===== src/rtl/voq_bank.sv =====
// Virtual-output-queue bank: one circular FIFO of frame start pointers per egress port.
// Optional VOQ_STATS_EN build adds per-port saturating drop counters and occupancy high-water marks.

module voq_lane #(
  parameter int DEPTH  = 16,
  parameter int ADDR_W = 10,
  parameter int CNT_W  = 16,
  parameter int OCC_W  = $clog2(DEPTH+1),
  parameter int IDX_W  = $clog2(DEPTH)
) (
  input  logic              clk,
  input  logic              rst,
  input  logic              enq_req,
  input  logic              deq_req,
  input  logic              flush,
  input  logic [ADDR_W-1:0] enq_ptr,
  output logic              deq_valid,
  output logic [ADDR_W-1:0] deq_ptr,
  output logic [OCC_W-1:0]  occupancy,
  output logic              accept,
  output logic              drop,
  output logic [CNT_W-1:0]  drop_cnt,
  output logic [OCC_W-1:0]  hiwater
);

  logic [ADDR_W-1:0] mem [DEPTH];
  logic [IDX_W-1:0]  rd, wr;
  logic [OCC_W-1:0]  count, count_nxt;
  logic              empty, full, enq, deq, acc, drp;

  function automatic logic [IDX_W-1:0] wrap_inc(input logic [IDX_W-1:0] i);
    return (i == IDX_W'(DEPTH-1)) ? '0 : i + 1'b1;
  endfunction

  assign empty = (count == '0);
  assign full  = (count == OCC_W'(DEPTH));
  assign enq   = enq_req & ~flush;
  assign deq   = ~empty & deq_req & ~flush;
  // A full queue still takes an entry when its head leaves in the same cycle.
  assign acc   = enq & (~full | deq);
  assign drp   = enq & ~acc;

  always_comb begin
    count_nxt = count;
    if (flush)           count_nxt = '0;
    else if (acc && !deq) count_nxt = count + 1'b1;
    else if (deq && !acc) count_nxt = count - 1'b1;
  end

  always_ff @(posedge clk) begin
    if (rst) begin
      count  <= '0;
      rd     <= '0;
      wr     <= '0;
      accept <= 1'b0;
      drop   <= 1'b0;
    end else begin
      count  <= count_nxt;
      accept <= acc;
      drop   <= drp;
      if (flush) begin
        rd <= '0;
        wr <= '0;
      end else begin
        if (acc) wr <= wrap_inc(wr);
        if (deq) rd <= wrap_inc(rd);
      end
    end
  end

  always_ff @(posedge clk) begin
    if (acc) mem[wr] <= enq_ptr;
  end

  // Empty queues present a zero head so reset and drained state look identical.
  assign deq_valid = ~empty;
  assign deq_ptr   = empty ? '0 : mem[rd];
  assign occupancy = count;

`ifdef VOQ_STATS_EN
  always_ff @(posedge clk) begin
    if (rst) begin
      drop_cnt <= '0;
      hiwater  <= '0;
    end else begin
      if (drp && (drop_cnt != '1)) drop_cnt <= drop_cnt + 1'b1;
      if (count_nxt > hiwater)     hiwater  <= count_nxt;
    end
  end
`else
  assign drop_cnt = '0;
  assign hiwater  = '0;
`endif

endmodule

module voq_bank #(
  parameter int NUM_PORTS = 4,
  parameter int DEPTH     = 16,
  parameter int ADDR_W    = 10,
  parameter int CNT_W     = 16
) (
  input  logic                                      clk,
  input  logic                                      rst,
  input  logic                                      enq_valid_i,
  input  logic [NUM_PORTS-1:0]                      enq_mask_i,
  input  logic [ADDR_W-1:0]                         enq_ptr_i,
  output logic [NUM_PORTS-1:0]                      enq_accept_o,
  output logic [NUM_PORTS-1:0]                      enq_drop_o,
  input  logic [NUM_PORTS-1:0]                      flush_i,
  input  logic [NUM_PORTS-1:0]                      deq_ready_i,
  output logic [NUM_PORTS-1:0]                      deq_valid_o,
  output logic [NUM_PORTS*ADDR_W-1:0]               deq_ptr_o,
  output logic [NUM_PORTS*$clog2(DEPTH+1)-1:0]      occupancy_o,
  output logic [NUM_PORTS*CNT_W-1:0]                drop_cnt_o,
  output logic [NUM_PORTS*$clog2(DEPTH+1)-1:0]      hiwater_o
);

  localparam int OCC_W = $clog2(DEPTH+1);
  localparam int IDX_W = $clog2(DEPTH);

  for (genvar p = 0; p < NUM_PORTS; p++) begin : g_lane
    voq_lane #(
      .DEPTH (DEPTH),
      .ADDR_W(ADDR_W),
      .CNT_W (CNT_W),
      .OCC_W (OCC_W),
      .IDX_W (IDX_W)
    ) u_lane (
      .clk      (clk),
      .rst      (rst),
      .enq_req  (enq_valid_i & enq_mask_i[p]),
      .deq_req  (deq_ready_i[p]),
      .flush    (flush_i[p]),
      .enq_ptr  (enq_ptr_i),
      .deq_valid(deq_valid_o[p]),
      .deq_ptr  (deq_ptr_o[p*ADDR_W +: ADDR_W]),
      .occupancy(occupancy_o[p*OCC_W +: OCC_W]),
      .accept   (enq_accept_o[p]),
      .drop     (enq_drop_o[p]),
      .drop_cnt (drop_cnt_o[p*CNT_W +: CNT_W]),
      .hiwater  (hiwater_o[p*OCC_W +: OCC_W])
    );
  end

endmodule


===== config.mk =====
export PLATFORM = sky130hd
export DESIGN_NAME = voq_bank
export DESIGN_NICKNAME = d
export VERILOG_FILES = /design/src/rtl/voq_bank.sv
export SDC_FILE = /design/constraint.sdc
export NUM_CORES = 1
export LEC_CHECK = 0
export BUFFER_PORTS_ARGS = -buffer_cell sky130_fd_sc_hd__buf_4
export CAP_MARGIN = 10
export CORE_MARGIN = 4
export CORE_UTILIZATION = 40
export CTS_CLUSTER_SIZE = 24
export DETAILED_ROUTE_END_ITERATION = 7
export MAX_ROUTING_LAYER = met4
export PLACE_DENSITY = 0.55
export SETUP_SLACK_MARGIN = 0.4
export SYNTH_ARGS = -nofsm -noshare
export SYNTH_HDL_FRONTEND = slang
export SYNTH_SLANG_ARGS = --single-unit

===== constraint.sdc =====
create_clock -name clk -period 5.8 [get_ports clk]
set_input_delay 0.58 -clock clk [delete_from_list [all_inputs] [get_ports clk]]
set_output_delay 0.58 -clock clk [all_outputs]
set_load 0.02 [all_outputs]

==> results of run 1 <==
[path summary, 6_finish.rpt]
kind | startpoint | to | slack, ns | depth (start not counted)
hold reg to reg | g_lane[3].u_lane.rd[0]$_SDFFE_PP0N_ | flip-flop | 0.51 | 2
hold / removal | enq_mask_i[0] | g_lane[0].u_lane.accept$_SDFF_PP0_ | 0.29 | 3
setup reg to reg | g_lane[2].u_lane.occupancy[0]$_SDFFE_PP0P_ | g_lane[2].u_lane.occupancy[4]$_SDFFE_PP0P_ | 2.59 | 9
setup / recovery | flip-flop | deq_ptr_o[31] | 1.95 | 6
[worst max-delay path: cells and delay by family (launching register included)]
kind | cells | cell delay (ns)
and+or+nand+nor | 1 | 0.14
muxes | 1 | 0.53
buffers and inverters | 2 | 0.65
AOI/OAI and AO/OA | 2 | 0.39
DFF | 1 | 0.93
[flip-flops by register name (all words and copies together) (netlist names), named ones only]
register and flops:
g_lane.u_lane.occupancy 20, g_lane.u_lane.drop 4, g_lane.u_lane.mem 640, g_lane.u_lane.accept 4, g_lane.u_lane.wr 16, g_lane.u_lane.rd 16
[cell type report]
| type | instances | area, sq um |
|---|---|---|
| fill | 6229 | 39800 |
| sequential | 716 | 20700 |
| multi-input combinational | 767 | 7870 |
| clock buffer | 104 | 2180 |
| tap | 959 | 1200 |
| timing repair buffer | 113 | 852 |
| clock inverter | 39 | 377 |
| inverter | 23 | 86.3 |
[routing by layer]
layer  vias to the layer above  share of wire (%)  routed length [um]  track usage (%)
li1                       6480                  -                   -                -
met1                      7480                 45               28200             22.7
met2                       391                 48               30300             25.5
met3                        95                5.2                3270             2.98
met4                         0                2.3                1450             4.90
met5                         -                  0                   0                -
[placed cells by master, fill, tap and decap left out, types with 22 or more instances in the layout]
cell type  count
edfxtp_1     640
mux4_2       159
buf_4        112
a211oi_1      87
conb_1        84
clkbuf_16     83
dfxtp_1       68
nor2_1        59
nor2b_1       55
mux2i_1       55
and3_1        46
ha_1          36
a21oi_1       26
inv_1         22
[cell families after synthesis]
family / Yosys count / synth area share, %
muxes: 215 / 14.1
buffers and inverters: 195 / 4.30
and+or+nand+nor: 247 / 4.83
DFF: 716 / 70.2
other: 1 / 0.0127
adders and majority gates: 40 / 1.79
xor gates and xnor gates: 16 / 0.474
AOI/OAI and AO/OA: 165 / 4.37
[power by group]
| group | switching (mW) | total (mW) | internal (mW) |
|---|---|---|---|
| registers | 0.0267 | 5.66 | 5.63 |
| logic | 0.353 | 0.506 | 0.154 |
| clock network | 2.00 | 4.92 | 2.92 |
| total | 2.38 | 11.1 | 8.70 |
[through the flow]
step / setup slack [ns] / hold WS, ns / power, mW
6_report: 1.95 / 0.291 / 11.1
5_1_grt: 1.69 / 0.285 / 11.5
4_1_cts: 1.81 / 0.259 / 11.2
3_5_place_dp: 2.21 / 0.499 / 6.28
3_3_place_gp: 2.36 / 0.495 / 6.27
2_1_floorplan: 3.10 / 0.472 / 6.10
==> flow_summary_export.csv, run 1 <==
group,metric,value,unit
min_path,hp-class,"input pin to flip-flop",
yosys,ys_types,55,
drt,drt.antenna.violating_nets,0,
drt,via_count,14446,
yosys,synth.area.top_cells,"edfxtp_1 (65%), mux4_2 (12%), dfxtp_1 (5.1%)",
timing,finalSetupViolCount,0,
clocking,worstSkewPairLatency,0.60,ns
place,port_buffers,96,
yosys,synth_common_cells,"edfxtp_1 (640), mux4_2 (159), buf_4 (114), a211oi_1 (87), dfxtp_1 (76)",
critical_path,crit_type,"flip-flop to output port",
yosys,ys.warnings.count,0,
drt,routed_via_density,5.31,
place,dp_hpwl,37100,um
layout,drive_above_1_share,24.2,%
drt,routed_wl,63200,um
pwr,ir_worst_vdd,0.000157,V
floorplan,dieArea,0.0783,sq mm
timing,final.period_utilization,66.4,%
layout,final_cells,2721,
grt,antenna_found_initial,1,
critical_path,slowest_delay,0.93,ns
grt,grt_pass1_vias,14915,
critical_path,crit_chain,"buf_4, mux4_2, nor2b_1, a211oi_1, a211oi_1, buf_4",
yosys,synthesis.area_per_instance,18.5,sq um
floorplan,fp.dieW,280,um
pwr,cellPowerDensity,333,mW/mm^2
place,place_area,0.0308,sq mm
yosys,async_flop_share,0,%
clocking,tritoncts,"yes",
timing,min_period,3.85,ns
layout,syn2layout_area_growth,12.7,%
layout,fin_nets,1764,
critical_path,required,5.22,ns
yosys,synth.most_common_cell,"edfxtp_1",
run_status,status,"finished clean",
layout,fin_area,0.0333,sq mm
clocking,cts_num_sinks,716,
critical_path,end_kind,"output port",
pwr,leakage,10.8,nW
yosys,postSynthRegisterBits,716,
floorplan,core_area,0.0731,sq mm
yosys,synth_edf_count,640,
grt,grt_usage,16.5,%
floorplan,rows,99,
layout,n_antenna_cell,0,
grt,overflow,0,
flow_run,cap_violations,0,
timing,fin_tns_setup,0,ns
yosys,syn_inst,1595,
critical_path,worstPathMaxFanout,28,
floorplan,fp.dieH,280,um
timing,max-slew-margin-rel,25.8,%
place,dp_cells,2578,
grt,grt_start_max_net_pins,65,
timing,hold_viol,0,
clocking,htreeDepth,3,
critical_path,cp-start-kind,"flip-flop",
yosys,synth_ff_type,"edfxtp_1",
yosys,synth.top_cell.area_share,65.0,%
timing,rsz0062_at_grt,"false",
grt,grt_pass1_wl,94700,um
place,gp_congestion,0.813,
floorplan,initial_core_util,40.4,%
yosys,synthesis.area,0.0296,sq mm
clocking,cts_setup_buffers,0,
timing,max_freq,260,MHz
floorplan,ios,181,
clocking,cts_buffers,78,
critical_path,slowest_stage,"dfxtp_2",
yosys,synth_top_area_cell,"edfxtp_1",
timing,worstMarginPinSlew,1.11,ns
drt,firstDrtPassIters,5,
timing,drv_slew,0,
drt,wire_per_inst,23.2,um
critical_path,cp.arrival,3.27,ns
clocking,path_clk_slew,0.06,ns
clocking,cts_buffer_depth,3,
timing,clock-skew-final,0.0146,ns
yosys,ys_seq_area_share,70.2,%
clocking,clockRootBuffer,"clkbuf_16",
drt,drt_iter0_markers,993,
drt,drc_errors,0,
clocking,holdBufCountCts,0,
clocking,post_cts_resized,0,
layout,fin_util,45.6,%
Note: power is estimated with default switching activity, not from simulation.
==> inputs of run 2 (changes only) <==
Settings changed: ABC_AREA set to 1.
Clock period 5.8 ns to 3.57 ns, I/O delays scaled along.
==> run 2 against run 1 <==
Combinational power up 94%. Design area grew 2.6%. Wire length rose by 20%. Final cell count rose by 46%. Clock skew grew 0.0057 ns. Worst hold slack worse by 0.25 ns. Critical path depth is 2 higher. Worst setup slack got worse by 1.4 ns. Global-route usage is 2.3 points higher. Clock-buffer cell count up 3. Sequential cell count did not move. Die area grew 3.6%. Critical path type unchanged. Largest cell class unchanged.
==> flow_summary_export.csv, run 2 <==
group,metric,value,unit
run_status,status,"finished clean",
critical_path,cp.arrival,2.64,ns
timing,drv_slew,0,
pwr,leakage,12.7,nW
yosys,async_flop_share,0,%
critical_path,cp-start-kind,"flip-flop",
grt,antenna_found_initial,0,
drt,drt.antenna.violating_nets,0,
layout,top_register,"g_lane.u_lane.mem",
flow_run,cap_violations,0,
timing,hold_viol,0,
place,gp_congestion,0.898,
critical_path,worstPathMaxFanout,80,
drt,routed_wl,75800,um
layout,multi_input_area,0.00827,sq mm
clocking,cts_num_sinks,716,
yosys,synth.most_common_cell,"nand2_1",
min_path,hp-class,"input pin to flip-flop",
layout,fillerInstances,7016,
timing,rsz0062_at_grt,"false",
layout,layout_commonest_cell,"nand2_1",
layout,n_antenna_cell,0,
clocking,worstSkewPairLatency,0.61,ns
clocking,cts_buffer_depth,3,
drt,drc_errors,0,
critical_path,crit_type,"flip-flop to output port",
yosys,synthesis.area_per_instance,10.9,sq um
timing,final.period_utilization,83.9,%
floorplan,fp.dieW,285,um
place,place_area,0.0318,sq mm
yosys,syn_inst,2810,
layout,fin_nets,2946,
grt,grt_usage,18.8,%
layout,syn2layout_area_growth,11.5,%
clocking,tritoncts,"yes",
yosys,synth_edf_count,640,
layout,drive_above_1_share,9.19,%
layout,largest_register_ff_count,640,
yosys,postSynthRegisterBits,716,
yosys,synth_top_area_cell,"edfxtp_1",
timing,worstMarginPinSlew,1.05,ns
yosys,synth_common_cells,"nand2_1 (908), edfxtp_1 (640), nand3_1 (516), buf_4 (130), nor2_1 (122)",
timing,max_freq,334,MHz
pwr,ir_worst_vdd,0.000366,V
timing,clock-skew-final,0.0203,ns
floorplan,ios,181,
clocking,holdBufCountCts,0,
floorplan,core_area,0.0759,sq mm
yosys,synth.area.top_cells,"edfxtp_1 (63%), nand2_1 (11%), nand3_1 (8.4%)",
floorplan,initial_core_util,40.4,%
layout,ff_latch_area,0.0207,sq mm
yosys,synth_ff_type,"edfxtp_1",
critical_path,end_kind,"output port",
clocking,clockRootBuffer,"clkbuf_16",
clocking,cts_setup_buffers,0,
drt,via_count,20136,
timing,min_period,3.00,ns
grt,grt_start_max_net_pins,81,
yosys,synthesis.area,0.0307,sq mm
yosys,ys_types,38,
clocking,cts_buffers,77,
grt,grt_pass1_vias,19422,
clocking,htreeDepth,3,
grt,overflow,0,
drt,routed_via_density,5.07,
yosys,ys_seq_area_share,67.7,%
clocking,post_cts_resized,0,
drt,wire_per_inst,19.1,um
yosys,synth.top_cell.area_share,62.7,%
drt,drt_iter0_markers,1524,
place,dp_hpwl,44100,um
critical_path,required,3.21,ns
timing,finalSetupViolCount,0,
floorplan,rows,101,
grt,grt_pass1_wl,116000,um
floorplan,dieArea,0.0811,sq mm
yosys,ys.warnings.count,0,
timing,fin_tns_setup,0,ns
clocking,path_clk_slew,0.05,ns
pwr,cellPowerDensity,524,mW/mm^2
drt,firstDrtPassIters,6,
floorplan,fp.dieH,285,um
place,port_buffers,96,
layout,layout_common_cells,"nand2_1 (908), edfxtp_1 (640), nand3_1 (516)",
layout,fin_area,0.0342,sq mm
timing,max-slew-margin-rel,29.5,%
-- run 2: final cells by class --
cell class                      instances  area share (%)
Clock inverter                         29           0.776
Timing Repair Buffer                  131            2.92
Multi-Input combinational cell       1838            24.2
Sequential cell                       716            60.7
Clock buffer                          107            6.32
Tap cell                             1030            3.77
Inverter                              117            1.34
-- run 2: worst paths after layout --
path,startpoint,slack [ns],to,cells after the start
setup reg to reg,g_lane[1].u_lane.occupancy[0]$_SDFFE_PP0P_,1.25,g_lane[1].u_lane.occupancy[4]$_SDFFE_PP0P_,14
setup / recovery,flip-flop,0.57,deq_ptr_o[15],8
hold / removal,enq_mask_i[1],0.04,g_lane[1].u_lane.accept$_SDFF_PP0_,3
hold reg to reg,g_lane[0].u_lane.rd[2]$_SDFFE_PP0N_,0.50,g_lane[0].u_lane.rd[2]$_SDFFE_PP0N_,2
-- run 2: through the flow --
stage                     worst slack [ns]  util, %  power, mW  hold slack, ns  cells
after floorplan                       1.40        -       10.0           0.456   2893
after global placement                1.07     41.8       10.3           0.484   3832
after detailed placement              1.05     41.8       10.3           0.487   3832
after CTS                            0.526     45.0       18.1         0.00292   3968
after global routing                 0.425     45.0       18.5          0.0360   3968
final                                0.574     45.0       17.9          0.0364   3968
-- run 2: worst max-delay path, cell delays in order, from the launching register on --
cell     delay [ns]
dfxtp_2        0.34
inv_4          0.56
nand2_1        0.10
nand3_1        0.10
nand3_1        0.15
nand2_1        0.14
nand2_1        0.06
a21oi_1        0.28
buf_4          0.21
-- run 2: cell families after synthesis --
family | count (synthesis) | share of synthesized area [%]
DFF | 716 | 67.7
other | 1 | 0.0122
adders and majority gates | 40 | 1.73
and+or+nand+nor | 1571 | 21.6
buffers and inverters | 339 | 6.38
xor gates and xnor gates | 15 | 0.429
AOI/OAI and AO/OA | 128 | 2.20
-- run 2: power breakdown --
group          internal (mW)  switching [mW]  total, mW  leakage [nW]
combinational          0.245           0.736      0.981          5.15
clock                   4.57            3.16       7.74          1.19
sequential              9.16          0.0299       9.19          6.37
total                   14.0            3.93       17.9          12.7
-- run 2: per-layer routing --
layer | routed length, um | global-route usage, % | part of all wire, % | vias to the layer above
met4 | 2390 | 6.61 | 3.2 | 0
met3 | 4310 | 2.73 | 5.7 | 130
met2 | 36000 | 29.9 | 48 | 632
li1 | - | - | - | 9589
met1 | 33000 | 24.8 | 44 | 9785
met5 | 0 | - | 0 | -
